**config.mk**
```make
export PLATFORM = sky130hd
export DESIGN_NAME = srl_fifo
export DESIGN_NICKNAME = d
export VERILOG_FILES = /design/src/rtl/srl_fifo.sv
export SDC_FILE = /design/constraint.sdc
export NUM_CORES = 1
export LEC_CHECK = 0
export BUFFER_PORTS_ARGS = -buffer_cell sky130_fd_sc_hd__buf_2
export CORE_MARGIN = 5
export CORE_UTILIZATION = 39
export CTS_CLUSTER_SIZE = 20
export DETAILED_ROUTE_END_ITERATION = 8
export HOLD_SLACK_MARGIN = 0.1
export PLACE_DENSITY = 0.58
export SLEW_MARGIN = 20
export SYNTH_ARGS = -nofsm -noshare
export SYNTH_HDL_FRONTEND = slang
export SYNTH_SLANG_ARGS = --single-unit
```
**constraint.sdc**
```tcl
create_clock -name CLK -period 7.75 [get_ports CLK]
set_clock_uncertainty 0.05 [all_clocks]
set_input_delay 0.3875 -clock CLK [delete_from_list [all_inputs] [get_ports CLK]]
set_output_delay 0.3875 -clock CLK [all_outputs]
set_load 0.02 [all_outputs]
```
**src/rtl/srl_fifo.sv**
```systemverilog
// Synchronous FIFO on an un-reset shift register so synthesis can map storage to SRL/LUT-RAM.
// Define SRL_FIFO_OREG_EN to add a registered output stage (capacity DEPTH+1, 2-edge latency).
`timescale 1ns/1ps
module srl_fifo #(
  parameter int unsigned WIDTH     = 8,
  parameter int unsigned DEPTH     = 32,
  parameter int unsigned AFULL_THR = 28
) (
  input  logic                     CLK,
  input  logic                     RST,
  input  logic                     WR_EN,
  input  logic [WIDTH-1:0]         DIN,
  output logic                     FULL,
  output logic                     AFULL,
  input  logic                     RD_EN,
  output logic [WIDTH-1:0]         DOUT,
  output logic                     VALID,
  output logic [$clog2(DEPTH):0]   COUNT,
  output logic                     OVF,
  output logic                     UDF
);

  localparam int unsigned CW = $clog2(DEPTH) + 1;
  localparam int unsigned AW = $clog2(DEPTH);

  logic [WIDTH-1:0] sr_q [DEPTH];
  logic [CW-1:0]    srl_cnt_q, srl_cnt_d;
  logic [AW-1:0]    rd_idx;
  logic [WIDTH-1:0] srl_head;
  logic             srl_full;
  logic             srl_nonempty;
  logic             wr_acc;
  logic             rd_acc;
  logic             srl_pop;
  logic             valid_int;
  logic             ovf_q, udf_q;

  assign srl_full     = (srl_cnt_q == CW'(DEPTH));
  assign srl_nonempty = (srl_cnt_q != '0);
  assign wr_acc       = WR_EN & ~srl_full;

  // Oldest entry sits at COUNT-1; the low bits wrap correctly when the stage is full.
  assign rd_idx   = srl_cnt_q[AW-1:0] - AW'(1);
  assign srl_head = sr_q[rd_idx];

  // Storage has no reset so it stays inferable as a shift-register primitive.
  always_ff @(posedge CLK) begin
    if (wr_acc) begin
      sr_q[0] <= DIN;
      for (int i = 1; i < int'(DEPTH); i++) begin
        sr_q[i] <= sr_q[i-1];
      end
    end
  end

  always_comb begin
    srl_cnt_d = srl_cnt_q;
    unique case ({wr_acc, srl_pop})
      2'b10:   srl_cnt_d = srl_cnt_q + CW'(1);
      2'b01:   srl_cnt_d = srl_cnt_q - CW'(1);
      default: srl_cnt_d = srl_cnt_q;
    endcase
  end

  always_ff @(posedge CLK or posedge RST) begin
    if (RST) begin
      srl_cnt_q <= '0;
    end else begin
      srl_cnt_q <= srl_cnt_d;
    end
  end

`ifdef SRL_FIFO_OREG_EN
  logic [WIDTH-1:0] oreg_q;
  logic             oreg_vld_q;

  assign valid_int = oreg_vld_q;
  assign rd_acc    = RD_EN & oreg_vld_q;
  // Refill the output register whenever it is (or is about to be) empty.
  assign srl_pop   = (~oreg_vld_q | rd_acc) & srl_nonempty;

  always_ff @(posedge CLK or posedge RST) begin
    if (RST) begin
      oreg_q     <= '0;
      oreg_vld_q <= 1'b0;
    end else if (srl_pop) begin
      oreg_q     <= srl_head;
      oreg_vld_q <= 1'b1;
    end else if (rd_acc) begin
      oreg_q     <= '0;
      oreg_vld_q <= 1'b0;
    end
  end

  assign DOUT  = oreg_q;
  assign COUNT = srl_cnt_q + {{(CW-1){1'b0}}, oreg_vld_q};
`else
  assign valid_int = srl_nonempty;
  assign rd_acc    = RD_EN & srl_nonempty;
  assign srl_pop   = rd_acc;

  assign DOUT  = srl_nonempty ? srl_head : '0;
  assign COUNT = srl_cnt_q;
`endif

  always_ff @(posedge CLK or posedge RST) begin
    if (RST) begin
      ovf_q <= 1'b0;
      udf_q <= 1'b0;
    end else begin
      if (WR_EN && srl_full) ovf_q <= 1'b1;
      if (RD_EN && !valid_int) udf_q <= 1'b1;
    end
  end

  assign VALID = valid_int;
  assign FULL  = srl_full;
  assign AFULL = (32'(COUNT) >= AFULL_THR);
  assign OVF   = ovf_q;
  assign UDF   = udf_q;

endmodule

```
==> results.cfg <==
[status]
outcome = finished clean

[worst_hold_path]
hp-class = input port to asynchronous set/reset pin

[detailed_routing]
vias = 5461
wl_mm = 19.7
avgViaCountPerCell = 5.44
routedWlPerCell_um = 19.6
drc_errors = 0
drtPass1Iterations = 4
drtIter0Drc = 446
ant_nets = 0

[die]
rows = 60
die_x_um = 174
die_h_um = 174
ios = 31
die-area_mm2 = 0.0304
core_mm2 = 0.0268
start_util = 0.394

[setup_path]
required_ns = 7.31
max_stage_delay_ns = 0.83
crit_chain = inv_1 -> ha_4 -> buf_4 -> mux2_2 -> o22ai_1 -> a2111oi_0 -> or4_1 -> buf_2
worstSetupStartpointType = flip-flop
cp-end-kind = output port
crit_slowest_cell = ha_4
cp_max_fo = 61
r2r_slack_ns = 4.22
cp_data_arrival_time_ns = 4.43
crit_type = flip-flop to output port

[timing]
finalSetupViolations = 0
drv_slew = 0
clock.fmax_mhz = 206
hold_violations = 0
layout_min_cycle_time_ns = 4.86
setup_tns_ns = 0
rsz0062_at_grt = no
finalCritPeriodShare = 0.627
slew_headroom = 0.304
hold-worst-slack_ns = 0.327
worst_pin_slew_ns = 1.04
fin_ws_ns = 2.89

[final_layout]
n_antenna_cell = 0
drive_above_1_share = 0.231
area_growth_pct = 14.4
final_nets = 660

[global_route]
grt_overflow = 0
grt_max_degree = 144
grt_util_all_layers = 0.126
grt_pass1_vias = 5588
grt_pass1_wl_mm = 31.5
antenna_found_initial = 0

[synthesis]
syn_area_per_cell_um2 = 17.6
synth_top_area_share = 0.729
yosys_warnings = 0
synth_ff_type = edfxtp_1
async_reset_ff_frac = 0.0303
synth_top_area_cell = edfxtp_1
synth_edf_count = 256
yosys-top-cells-area = edfxtp_1 73%, mux2_2 6.8%, mux2i_1 2.9%
synth_common_cells = 256 x edfxtp_1, 64 x mux2_2, 36 x nor2b_1
yosysMostFrequentCell = edfxtp_1
ys_types = 35
synth_cells = 601
syn-num-nets = 618
seq_area_frac_synth = 0.748
yosys_register_bits = 264
netlist_area_mm2 = 0.0105

[clock_tree]
postCtsSetupRepairBufs = 0
clock_latency_ns = 0.54
cts_tree = built
cts_root_buf = clkbuf_16
numCtsBuffers = 28
ctsLongestPathBuffers = 3
cts.htree.levels = 1
clk_pin_slew_ns = 0.06
cts.sinks = 264

[placement]
port_buffers = 30
gp_congestion = 0.739
detailedPlacementHpwl_mm = 10.5
dp_slack_ns = 3.39

[pwr]
pwr-share-comb = 0.381
p_switching_uw = 1880
powerDensity_mw_per_mm2 = 435
clkPwrFrac = 0.254
ir_drop_v = 0.000316
p_int_uw = 3370
swShare = 0.358
p_seq_frac = 0.365
p_leak_uw = 0.00411

[job]
maxCapViolCount = 0
-- per-stage QoR --
stage / utilization / cell area, µm² / instances / total power (µW)
global placement: 0.412 / 11000 / 943 / 3910
detailed placement: 0.412 / 11000 / 943 / 3950
finish: 0.450 / 12100 / 1004 / 5250
floorplan: - / 10500 / 601 / 3400
global route: 0.450 / 12100 / 1004 / 5530
CTS: 0.450 / 12100 / 1004 / 5310
-- power groups by stage --
stage	Clock [µW]	Combinational (µW)	Sequential, µW
after global routing	1440	2160	1940
after detailed placement	0	2010	1940
after global placement	0	1990	1930
after CTS	1370	2020	1910
final	1330	2000	1910
after floorplan	0	1480	1920
-- layout by cell type (no fill, tap or decap), drive strengths merged, types with 4 or more instances in the layout --
master,n
a2111oi,31
a211oi,31
a21o,4
a21oi,6
buf,36
bufinv,4
clkbuf,33
clkinv,11
dfrtp,8
dlygate4sd3,11
edfxtp,256
ha,5
inv,9
mux2,64
mux2i,31
nand2,9
nor2,7
nor2b,36
o21ai,6
o22ai,31
or4,8
xnor2,4
xor2,7
-- cells by family (layout without fill, tap and decap cells) --
| family | count (synthesis) | count (layout) | synth area share |
|---|---|---|---|
| buffers and inverters | 43 | 105 | 0.0179 |
| DFF | 264 | 264 | 0.748 |
| xor gates and xnor gates | 11 | 11 | 0.00913 |
| adders and majority gates | 5 | 5 | 0.00593 |
| muxes | 97 | 97 | 0.102 |
| and+or+nand+nor | 67 | 67 | 0.0380 |
| AOI/OAI and AO/OA | 114 | 114 | 0.0794 |
-- critical path: cells and delay by family (launching register included) --
| kind | cells | cell delay [ns] |
|---|---|---|
| buf+inv | 3 | 1.15 |
| fa+ha+maj | 1 | 0.83 |
| flops | 1 | 0.61 |
| simple gates | 1 | 0.57 |
| mux | 1 | 0.41 |
| compound gates | 2 | 0.25 |
-- worst paths after layout --
path	from	endpoint	cells after the start
max	COUNT[0]	DOUT[5]	8
min	RST	UDF	3
max reg2reg	COUNT[0]	sr_q[11][2]	7
min reg2reg	sr_q[28][7]	sr_q[29][7]	0
max in group asynchronous	RST	COUNT[0]	3
min in group CLK	sr_q[28][7]	sr_q[29][7]	0
-- state kept, by name, summed over array words and instances (netlist names) --
signal  flops
COUNT       6
OVF         1
UDF         1
sr_q      256
-- timing repair --
item,in CTS,in global routing
gates resized for setup,0,0
hold buffers,11,0
endpoints found under the hold margin,18,0
-- cell type report --
| cell class | instances | area, µm² |
|---|---|---|
| clock inverter | 17 | 195 |
| tap | 341 | 427 |
| inverter | 8 | 37.5 |
| multi-input combinational | 294 | 2500 |
| fill | 2234 | 14700 |
| sequential | 264 | 7890 |
| clock buffer | 33 | 719 |
| timing repair buffer | 47 | 305 |
-- metal layers --
metal  GRT usage  vias up  wire, µm
met5           0        -         0
met4      0.0379        0       369
met1       0.178     2802      9080
met2       0.202      108      9480
li1            -     2517         -
met3      0.0207       34       776
Note: power is estimated with default switching activity, not from simulation.
